**config.mk**
```make
export PLATFORM = sky130hd
export DESIGN_NAME = instruction_fetch_decode_unit_flat
export DESIGN_NICKNAME = d
export VERILOG_FILES = /design/src/rtl/instruction_fetch_decode_unit_if.sv /design/src/rtl/instruction_fetch_decode_unit.sv /design/src/flat_wrapper.sv
export SDC_FILE = /design/constraint.sdc
export NUM_CORES = 1
export LEC_CHECK = 0
export ABC_AREA = 1
export ABC_CLOCK_PERIOD_IN_PS = 2830
export CAP_MARGIN = 20
export CELL_PAD_IN_SITES_DETAIL_PLACEMENT = 0
export CELL_PAD_IN_SITES_GLOBAL_PLACEMENT = 1
export CORE_MARGIN = 10
export CORE_UTILIZATION = 37
export DETAILED_ROUTE_END_ITERATION = 7
export GPL_TIMING_DRIVEN = 0
export PLACE_DENSITY_LB_ADDON = 0.1
export SLEW_MARGIN = 20
export SYNTH_ARGS = -nofsm -noshare
export SYNTH_HDL_FRONTEND = slang
export SYNTH_SLANG_ARGS = --single-unit
```
**constraint.sdc**
```tcl
create_clock -name clk -period 2.83 [get_ports clk]
set_clock_uncertainty 0.2 [all_clocks]
set_input_delay 0.283 -clock clk [delete_from_list [all_inputs] [get_ports clk]]
set_output_delay 0.283 -clock clk [all_outputs]
set_load 0.02 [all_outputs]
```
**src/rtl/instruction_fetch_decode_unit_if.sv**
```systemverilog
// Signal bundle between the fetch/pre-decode stage, instruction memory and execute.
// Handshakes: imem_req/imem_ready completes a fetch in any cycle both are high, with
// imem_addr held stable while imem_req waits for imem_ready. out_valid/out_ready
// transfers an instruction in any cycle both are high, with instr held stable while
// out_valid waits for out_ready.
interface instruction_fetch_decode_unit_if;
  logic        imem_req;
  logic [31:0] imem_addr;
  logic        imem_ready;
  logic [31:0] imem_rdata;
  logic        redirect;
  logic [31:0] redirect_pc;
  logic        out_valid;
  logic        out_ready;
  logic [31:0] instr;
  logic [23:0] imm_field;
  logic [1:0]  imm_src;
  logic [31:0] pc_plus8;
  logic        illegal;

  modport master (
    output imem_req, imem_addr, out_valid, instr, imm_field, imm_src, pc_plus8, illegal,
    input  imem_ready, imem_rdata, redirect, redirect_pc, out_ready
  );

  modport slave (
    input  imem_req, imem_addr, out_valid, instr, imm_field, imm_src, pc_plus8, illegal,
    output imem_ready, imem_rdata, redirect, redirect_pc, out_ready
  );
endinterface

```
**src/rtl/instruction_fetch_decode_unit.sv**
```systemverilog
// Fetch and pre-decode stage: holds the PC, fetches one instruction at a time, latches it
// into the instruction register and presents immediate field/select to the extension unit.
module instruction_fetch_decode_unit #(
  parameter logic [31:0] RESET_PC = 32'h0000_0000
) (
  input  logic                                  clk,
  input  logic                                  reset_n,
  instruction_fetch_decode_unit_if.master       bus,
  output logic [1:0]                            dbg_state
);

  typedef enum logic [1:0] {
    IDLE    = 2'd0,
    FETCH   = 2'd1,
    DISCARD = 2'd2,
    VALID   = 2'd3
  } state_t;

  state_t      state_q;
  state_t      state_d;
  logic [31:0] pc_q;
  logic [31:0] target_q;
  logic [31:0] instr_q;
  logic [31:0] pc_plus8_q;
  logic [31:0] redir_pc;

  assign redir_pc = {bus.redirect_pc[31:2], 2'b00};

  always_ff @(posedge clk or negedge reset_n) begin
    if (!reset_n) begin
      state_q <= IDLE;
    end else begin
      state_q <= state_d;
    end
  end

  always_comb begin
    state_d = state_q;
    case (state_q)
      IDLE:    state_d = FETCH;
      FETCH: begin
        if (bus.redirect && !bus.imem_ready) begin
          state_d = DISCARD;
        end else if (!bus.redirect && bus.imem_ready) begin
          state_d = VALID;
        end
      end
      DISCARD: if (bus.imem_ready) state_d = FETCH;
      VALID:   if (bus.redirect || bus.out_ready) state_d = FETCH;
      default: state_d = IDLE;
    endcase
  end

  // A redirect during an unanswered fetch parks its target until the old response drains.
  always_ff @(posedge clk or negedge reset_n) begin
    if (!reset_n) begin
      pc_q       <= RESET_PC;
      target_q   <= 32'h0;
      instr_q    <= 32'h0;
      pc_plus8_q <= 32'h0;
    end else begin
      case (state_q)
        FETCH: begin
          if (bus.redirect) begin
            if (bus.imem_ready) begin
              pc_q <= redir_pc;
            end else begin
              target_q <= redir_pc;
            end
          end else if (bus.imem_ready) begin
            instr_q    <= bus.imem_rdata;
            pc_plus8_q <= pc_q + 32'd8;
            pc_q       <= pc_q + 32'd4;
          end
        end
        DISCARD: begin
          if (bus.imem_ready) begin
            pc_q <= bus.redirect ? redir_pc : target_q;
          end else if (bus.redirect) begin
            target_q <= redir_pc;
          end
        end
        VALID: begin
          if (bus.redirect) begin
            pc_q <= redir_pc;
          end
        end
        default: ;
      endcase
    end
  end

  assign bus.imem_req  = (state_q == FETCH) || (state_q == DISCARD);
  assign bus.imem_addr = pc_q;
  assign bus.out_valid = (state_q == VALID) && !bus.redirect;
  assign bus.instr     = instr_q;
  assign bus.imm_field = instr_q[23:0];
  assign bus.imm_src   = instr_q[27:26];
  assign bus.illegal   = (instr_q[27:26] == 2'b11);
  assign bus.pc_plus8  = pc_plus8_q;
  assign dbg_state     = state_q;

endmodule

```
**src/flat_wrapper.sv**
```systemverilog
// flat-port wrapper written by rule: the top's interface ports become plain ports
module instruction_fetch_decode_unit_flat 
#(
  parameter logic [31:0] RESET_PC = 32'h0000_0000
)
  (clk, reset_n, dbg_state, bus_imem_req, bus_imem_addr, bus_out_valid, bus_instr, bus_imm_field, bus_imm_src, bus_pc_plus8, bus_illegal, bus_imem_ready, bus_imem_rdata, bus_redirect, bus_redirect_pc, bus_out_ready);
  instruction_fetch_decode_unit_if bus_i ();
  input  logic clk;
  input  logic reset_n;
  output logic [1:0] dbg_state;
  output wire logic [$bits(bus_i.imem_req)-1:0] bus_imem_req;
  output wire logic [$bits(bus_i.imem_addr)-1:0] bus_imem_addr;
  output wire logic [$bits(bus_i.out_valid)-1:0] bus_out_valid;
  output wire logic [$bits(bus_i.instr)-1:0] bus_instr;
  output wire logic [$bits(bus_i.imm_field)-1:0] bus_imm_field;
  output wire logic [$bits(bus_i.imm_src)-1:0] bus_imm_src;
  output wire logic [$bits(bus_i.pc_plus8)-1:0] bus_pc_plus8;
  output wire logic [$bits(bus_i.illegal)-1:0] bus_illegal;
  input wire logic [$bits(bus_i.imem_ready)-1:0] bus_imem_ready;
  input wire logic [$bits(bus_i.imem_rdata)-1:0] bus_imem_rdata;
  input wire logic [$bits(bus_i.redirect)-1:0] bus_redirect;
  input wire logic [$bits(bus_i.redirect_pc)-1:0] bus_redirect_pc;
  input wire logic [$bits(bus_i.out_ready)-1:0] bus_out_ready;
  assign bus_imem_req = bus_i.imem_req;
  assign bus_imem_addr = bus_i.imem_addr;
  assign bus_out_valid = bus_i.out_valid;
  assign bus_instr = bus_i.instr;
  assign bus_imm_field = bus_i.imm_field;
  assign bus_imm_src = bus_i.imm_src;
  assign bus_pc_plus8 = bus_i.pc_plus8;
  assign bus_illegal = bus_i.illegal;
  assign bus_i.imem_ready = bus_imem_ready;
  assign bus_i.imem_rdata = bus_imem_rdata;
  assign bus_i.redirect = bus_redirect;
  assign bus_i.redirect_pc = bus_redirect_pc;
  assign bus_i.out_ready = bus_out_ready;
  instruction_fetch_decode_unit #(.RESET_PC(RESET_PC)) u_core (.clk(clk), .reset_n(reset_n), .bus(bus_i), .dbg_state(dbg_state));
endmodule
```
==> results of run 1 <==
==> logic make-up (layout without fill, tap and decap cells) <==
| family | count (synthesis) | count (layout) | share of synthesized area |
|---|---|---|---|
| buf+inv | 152 | 379 | 0.1002 |
| simple gates | 468 | 468 | 0.2652 |
| compound gates | 154 | 154 | 0.1216 |
| fa+ha+maj | 5 | 5 | 0.008898 |
| mux | 8 | 8 | 0.01281 |
| xor+xnor | 23 | 23 | 0.02865 |
| flops | 130 | 130 | 0.4627 |
==> worst register-to-register path, stage by stage, from the launching register on <==
cell and delay, ns:
dfrtp_1 0.44, ha_1 0.26, nor2_4 0.22, clkinv_1 0.35, nand2_1 0.28, buf_2 0.24
o21ai_0 0.10, nor2_1 0.20, a21oi_1 0.10
==> power by group <==
group	switching [mW]	internal, mW	leakage, nW
combinational	3.53	2.77	2.80
sequential	0.788	2.72	1.61
clock	0.893	1.49	0.298
==> stage by stage <==
step | hold slack, ns | utilization | cells | power (mW) | cell area, um2
CTS | 0.1769 | 0.5309 | 1401 | 12.29 | 9931
global placement | 0.2498 | 0.4948 | 1367 | 9.799 | 9255
global route | 0.1842 | 0.5309 | 1401 | 13.04 | 9931
floorplan | -0.2126 | - | 940 | 6.966 | 7030
detailed placement | 0.04998 | 0.4965 | 1368 | 9.864 | 9288
finish | 0.1721 | 0.5309 | 1401 | 12.19 | 9931
==> cells in the mapped netlist, drive strengths merged <==
library cell / count
nand2: 342
dfrtp: 130
o21ai: 95
inv: 92
nor2: 83
buf: 42
nand3: 35
a21oi: 29
xor2: 22
clkbuf: 17
a22oi: 14
a21boi: 8
mux2: 8
ha: 5
nand4: 4
nor3: 4
o221ai: 2
o31ai: 2
a221oi: 1
a22o: 1
a31oi: 1
clkinv: 1
o311ai: 1
xnor2: 1
==> worst min path at each step <==
| stage | start | slack (ns) | depth (start not counted) | end |
|---|---|---|---|---|
| 4_1_cts | bus_imem_rdata[6] | 0.18 | 3 | u_core.bus.instr[6] |
| 5_1_grt | bus_imem_rdata[23] | 0.18 | 3 | u_core.bus.instr[23] |
| 6_report | reset_n | 0.17 | 2 | u_core.bus.instr[13] |
| 2_1_floorplan | reset_n | -0.21 | 0 | u_core.bus.imem_addr[0] |
| 3_5_place_dp | reset_n | 0.05 | 1 | u_core.bus.instr[13] |
| 3_3_place_gp | u_core.target_q[0] | 0.25 | 2 | u_core.target_q[0] |
==> layout make-up <==
class                           instances  area (um2)
Clock inverter                         14       203.9
Fill cell                            1838        8775
Inverter                               93       349.1
Clock buffer                           18       429.2
Tap cell                              234       292.8
Timing Repair Buffer                  195        1974
Buffer                                 59       355.3
Multi-Input combinational cell        658        3073
Sequential cell                       130        3253
==> routing by layer <==
layer / up-vias / routed length, um
li1: 3373 / -
met1: 3078 / 11280
met5: - / 0
met2: 226 / 10640
met3: 27 / 1769
met4: 0 / 393
==> state kept, by name, summed over array words and instances (netlist names) <==
| signal | count |
|---|---|
| u_core.bus.imem_addr | 32 |
| u_core.bus.instr | 32 |
| u_core.bus.pc_plus8 | 32 |
| u_core.target_q | 32 |
| u_core.dbg_state | 2 |
==> impl_metrics.toml, run 1 <==
[critical_path]
cpPeakStageDelay_ns = 0.67
cp-startpoint = "u_core.dbg_state[1]"
cp_num_buf_inv = 2
cpLargestDelayFamily = "buffers and inverters"
cp-endpoint = "bus_out_valid"
end_kind = "output pin"
worstPathRequired_ns = 2.35
setup.worst_path.start_class = "flip-flop"
regToRegEndpoint = "u_core.bus.imem_addr[30]"
crit_type = "reg -> out"
worstRegToRegCells = 8
worstPathCellList = "ha_1, inv_2, nor2_2, clkdlybuf4s50_1"
reg2reg_slack_ns = 0.32
path_max_fanout = 6
r2r-start = "u_core.dbg_state[1]"
worst_path_max_delay_cell = "clkdlybuf4s50_1"
cp.arrival_ns = 2.08
path_depth = 4

[cells_and_area]
mostFrequentLayoutCells = "339 x nand2_1, 192 x clkdlybuf4s50_1, 130 x dfrtp_1"
drive_above_1_share = 0.08569
nets = 1228
n_antenna_cell = 0
synthToLayoutAreaGrowth_pct = 41.25
layout_commonest_cell = "nand2_1"

[clock_network]
cts.clk_slew.worst_paths_ns = 0.06
cts_inserted_buffers = 17
clk_latency_ns = 0.43
cts_setup_buffers = 0
htree_levels = 4
cts_tree = "built"
clk_path_buf_depth = 2
clock-sinks = 130
cts_root_buf = "clkbuf_16"
postCtsHoldBufs = 1
post_cts_resize_count = 0

[yosys]
synth_area_mm2 = 0.007030
syn-num-nets = 1014
ys_seq_elements = 130
yosys.area.top_type = "dfrtp_1"
seq_area_frac_synth = 0.4627
synth_area_leaders = "dfrtp_1 46%, nand2_1 18%, o21ai_0 6.2%"
synthCells = 940
synth_top_area_frac = 0.4627
yosysWarnings = 0
synth.distinct_cells = 36
avgSynthCellArea_um2 = 7.479

[die]
dieWidth_um = 157.8
rows = 50
dieArea_mm2 = 0.02492
num_io_pins = 196
initial_utilization = 0.3759
core_mm2 = 0.01871
die_h_um = 157.8

[sta]
rsz0062_at_grt = "false"
drv_slew = 0
worst_slew_pin_slew_ns = 0.7147
hold_viol_final = 0
max_freq_mhz = 390.1
slew-limit-headroom = 0.5175
fin_crit_ns = 2.564
finalSetupTns_ns = 0
setup_violations = 0
fin_ws_ns = 0.2664
fin_crit_sh = 0.9059

[run]
drv_cap = 0

[global_route]
grt_use_met1 = 0.2687
grt_overflow = 0
grtUsageMet3 = 0.04423
grt_util_met2 = 0.3000
antenna_found_initial = 0
track_usage = 0.1960
grt_pass1_wl_um = 37730
grt_max_degree = 73
gr-max-usage-layer = "met2"
grt_pass1_vias = 6619

[drt]
antenna_left = 0
drt-total-wl_um = 24090
drc = 0
firstDrtPassIters = 6
vias_per_cell = 4.785
vias = 6704
first_iter_violations = 527
wl_per_cell_um = 17.19

[power]
power_density_mw_per_mm2 = 1228
irDropWorstVdd_uv = 496.6
p_leak_nw = 4.704

[placed_design]
gp_congestion = 0.8812
post-place-ws_ns = 0.1798
place.detailed.hpwl_um = 18920
io_buffers = 193

[status]
outcome = "complete, no violations"

[hold_path]
hp-class = "in -> async"
Note: power is estimated with default switching activity, not from simulation.
==> run 2: changes to the inputs <==
--- a/config.mk
+++ b/config.mk
@@ -14,7 +14,9 @@
 export CORE_UTILIZATION = 37
 export DETAILED_ROUTE_END_ITERATION = 7
 export GPL_TIMING_DRIVEN = 0
+export MAX_ROUTING_LAYER = met4
 export PLACE_DENSITY_LB_ADDON = 0.1
+export REMOVE_ABC_BUFFERS = 1
 export SLEW_MARGIN = 20
 export SYNTH_ARGS = -nofsm -noshare
 export SYNTH_HDL_FRONTEND = slang
==> impl_metrics.toml, run 2 (synthesis gave the netlist of run 1 again) <==
[drt]
firstDrtPassIters = 5
drt-total-wl_um = 22660
vias = 6464
first_iter_violations = 524
vias_per_cell = 4.802
antenna_left = 0
wl_per_cell_um = 16.83
drc = 0

[clock_network]
cts.clk_slew.worst_paths_ns = 0.06
clk_path_buf_depth = 2
clock-sinks = 130
cts_root_buf = "clkbuf_16"
cts_inserted_buffers = 17
clk_latency_ns = 0.42
htree_levels = 4
cts_tree = "built"

[critical_path]
setup.worst_path.start_class = "flip-flop"
path_max_fanout = 13
crit_type = "reg -> reg"
cpLargestDelayFamily = "buffers and inverters"
cp_num_buf_inv = 3
worstPathCellList = "inv_1, ha_1, inv_1, nand3_1, inv_1, nand2_1, o31ai_1, nand2_1, o21ai_0"
worstPathRequired_ns = 2.97
cpPeakStageDelay_ns = 0.49
cp-startpoint = "u_core.dbg_state[0]"
path_common_cell = "inv_1"
end_kind = "flip-flop"
cp.arrival_ns = 2.71
r2r-start = "u_core.dbg_state[0]"
worst_path_max_delay_cell = "inv_1"

[placed_design]
dp.cells = 1312
place_area_mm2 = 0.009015
gp_congestion = 0.8371
place.detailed.hpwl_um = 16500
post-place-ws_ns = -0.8739
io_buffers = 193

[cells_and_area]
drive_above_1_share = 0.06025
n_antenna_cell = 0
fin_util = 0.5142
final_cell_area_mm2 = 0.009619
mostFrequentLayoutCells = "338 x nand2_1, 191 x clkdlybuf4s50_1, 130 x dfrtp_1"
synthToLayoutAreaGrowth_pct = 36.82
layout_commonest_cell = "nand2_1"
finalNonFillerCells = 1346
nets = 1173

[die]
core_mm2 = 0.01871
dieWidth_um = 157.8
num_io_pins = 196
initial_utilization = 0.3759
rows = 50
die_h_um = 157.8
dieArea_mm2 = 0.02492

[global_route]
grt_pass1_vias = 6364
track_usage = 0.1884
grt_overflow = 0
grt_pass1_wl_um = 36000
antenna_found_initial = 0
grt_max_degree = 72

[sta]
rsz0062_at_grt = "false"
max_freq_mhz = 388.8
drv_slew = 0
slew-limit-headroom = 0.3419
hold_viol_final = 0
fin_ws_ns = 0.2582
setup_violations = 0
fin_crit_sh = 0.9088
fin_crit_ns = 2.572
worst_slew_pin_slew_ns = 0.9836

[power]
p_int_mw = 6.507
p_sw_mw = 5.050
irDropWorstVdd_uv = 493.0
pwr-share-seq = 0.303
pwr-share-clk = 0.191
power_density_mw_per_mm2 = 1201
power_frac_comb = 0.506
switching_share = 0.4369
p_leak_nw = 4.495

[hold_path]
hp-class = "in -> async"

[status]
outcome = "complete, no violations"

[run]
drv_cap = 0
## run 2: cell count changes in the layout (fill, tap and decap cells not counted), sizes merged
cell           delta
buf              -38
bufinv            -2
clkinvlp          +3
clkinv            +1
clkbuf           -17
inv               -1
clkdlybuf4s50     -1
## run 2: final timing paths
kind,to,slack [ns],cells after the start
min reg2reg,u_core.target_q[0],0.27,2
min,u_core.bus.instr[1],0.17,2
max reg2reg,u_core.bus.imem_addr[6],0.26,9
max in group asynchronous,u_core.target_q[22],1.51,3
max,u_core.bus.imem_addr[6],0.26,9
min in group clk,u_core.bus.instr[11],0.20,3
## run 2: final cells by class
type | instances | area [um2]
Clock inverter | 15 | 161.4
Fill cell | 1829 | 9086
Sequential cell | 130 | 3253
Multi-Input combinational cell | 658 | 3088
Inverter | 93 | 354.1
Tap cell | 234 | 292.8
Clock buffer | 17 | 425.4
Timing Repair Buffer | 199 | 2044
## run 2: timing repair
action / 4_1_cts / 5_1_grt
resized for setup: 2 / 3
setup buffers: 1 / 0
hold endpoints to repair: 59 / 0
hold buffers: 1 / 0
setup endpoints to repair: 81 / 11
pin swaps: 1 / 0
## run 2: through the flow
stage	total power [mW]	hold WS, ns	TNS (ns)
6_report	11.56	0.1718	0
5_1_grt	12.45	0.1856	0
4_1_cts	11.69	0.1814	0
3_5_place_dp	9.414	0.05660	-65.12
3_3_place_gp	9.325	0.2503	-783.51
2_1_floorplan	6.543	-0.2126	-0.4874
## run 2: power by group through the flow
stage | clock network [mW] | logic (mW) | registers, mW
CTS | 2.26 | 5.93 | 3.51
finish | 2.21 | 5.85 | 3.50
global route | 2.35 | 6.47 | 3.63
detailed placement | 0 | 5.88 | 3.53
global placement | 0 | 5.81 | 3.52
floorplan | 0 | 2.16 | 4.38
## run 2: layer usage
metal	vias to the layer above	GRT usage	wire, um
met1	2948	0.2431	10330
met2	217	0.2879	10010
li1	3277	-	-
met3	22	0.04668	1971
met4	0	0.05476	337
met5	-	-	0
==> run 3: changes to the inputs <==
--- a/config.mk
+++ b/config.mk
@@ -15,8 +15,9 @@
 export DETAILED_ROUTE_END_ITERATION = 7
 export GPL_TIMING_DRIVEN = 0
 export MAX_ROUTING_LAYER = met4
-export PLACE_DENSITY_LB_ADDON = 0.1
+export PLACE_DENSITY_LB_ADDON = 0.08
 export REMOVE_ABC_BUFFERS = 1
+export SETUP_SLACK_MARGIN = 0.15
 export SLEW_MARGIN = 20
 export SYNTH_ARGS = -nofsm -noshare
 export SYNTH_HDL_FRONTEND = slang
==> impl_metrics.toml, run 3 (synthesis gave the netlist of run 1 again) <==
[status]
outcome = "complete, no violations"

[die]
rows = 50
die_h_um = 157.8
dieArea_mm2 = 0.02492
dieWidth_um = 157.8
core_mm2 = 0.01871
num_io_pins = 196
initial_utilization = 0.3759

[cells_and_area]
drive_above_1_share = 0.06115
finalNonFillerCells = 1346
fin_util = 0.5183
n_antenna_cell = 0
final_cell_area_mm2 = 0.009694
synthToLayoutAreaGrowth_pct = 37.89
mostFrequentLayoutCells = "338 x nand2_1, 191 x clkdlybuf4s50_1, 130 x dfrtp_1"
layout_commonest_cell = "nand2_1"
nets = 1173

[sta]
worst_slew_pin_slew_ns = 0.6847
setup_violations = 0
drv_slew = 0
max_freq_mhz = 393.0
slew-limit-headroom = 0.5377
fin_crit_sh = 0.8992
hold_viol_final = 0
rsz0062_at_grt = "false"
fin_crit_ns = 2.545

[clock_network]
cts_inserted_buffers = 17
clock-sinks = 130
cts_root_buf = "clkbuf_16"
htree_levels = 4
cts_tree = "built"
clk_path_buf_depth = 2
cts.clk_slew.worst_paths_ns = 0.06
clk_latency_ns = 0.42

[drt]
wl_per_cell_um = 16.75
first_iter_violations = 385
drt-total-wl_um = 22540
vias_per_cell = 4.810
drc = 0
antenna_left = 0
vias = 6474
firstDrtPassIters = 5

[placed_design]
place.detailed.hpwl_um = 16580
place_area_mm2 = 0.009022
io_buffers = 193
dp.cells = 1312
gp_congestion = 0.8447

[global_route]
grt_pass1_wl_um = 35050
track_usage = 0.1836
grt_max_degree = 91
grt_overflow = 0
grt_pass1_vias = 6172
antenna_found_initial = 0

[critical_path]
worstPathRequired_ns = 2.35
setup.worst_path.start_class = "flip-flop"
cp.arrival_ns = 2.06
path_max_fanout = 6
end_kind = "output pin"
r2r-start = "u_core.dbg_state[1]"
crit_type = "reg -> out"
cp-startpoint = "u_core.dbg_state[1]"

[power]
power_density_mw_per_mm2 = 1210
irDropWorstVdd_uv = 488.1
p_leak_nw = 4.542
power.total_mw = 11.73

[run]
drv_cap = 0

[hold_path]
hp-class = "in -> async"
run 3: per-layer routing:
| layer | global-route usage | wire, um | up-vias |
|---|---|---|---|
| met2 | 0.2780 | 10080 | 200 |
| met1 | 0.2462 | 10610 | 2982 |
| li1 | - | - | 3272 |
| met3 | 0.03799 | 1568 | 20 |
| met5 | - | 0 | - |
| met4 | 0.04630 | 288 | 0 |
run 3: worst max-delay path, stage by stage, from the launching register on:
cell,delay [ns]
dfrtp_1,0.43
ha_1,0.26
inv_2,0.10
nor2_2,0.19
clkdlybuf4s50_1,0.66
run 3: timing repair:
action                     CTS  global route
hold buffers                 1             0
pin swaps                    1             0
hold endpoints to repair    84             0
setup endpoints to repair  102            19
gates resized for setup      5             3
setup buffers                1             0
run 3: path summary, 6_finish.rpt:
check,depth (start not counted),slack [ns],to
worst max-delay path,4,0.29,bus_out_valid
worst min-delay path,2,0.13,u_core.bus.instr[13]
worst max register to register,7,0.34,u_core.bus.imem_addr[16]
worst min register to register,2,0.26,u_core.target_q[0]
max in group asynchronous,3,1.51,u_core.bus.imem_addr[22]
min in group clk,3,0.20,u_core.bus.instr[13]
run 3: through the flow:
step	hold WS [ns]	setup slack (ns)	setup TNS, ns
after floorplan	-0.2126	-0.02293	-0.4874
after global placement	0.2496	-4.433	-802.45
after detailed placement	-0.009218	-0.7461	-65.61
after CTS	0.1373	0.2282	0
after global routing	0.1583	0.1630	0
final	0.1305	0.2852	0
run 3: cell type report:
cell class | instances | area (um2)
fill | 1848 | 9011
clock buffer | 20 | 456.7
inverter | 93 | 357.8
tap | 234 | 292.8
multi-input combinational | 658 | 3098
timing repair buffer | 199 | 2058
clock inverter | 12 | 177.7
sequential | 130 | 3253
run 3: report_power, final:
group          total (mW)  switching [mW]  internal, mW
Sequential           3.51           0.789          2.72
Clock                2.39           0.860          1.53
Combinational        5.84            3.35          2.49
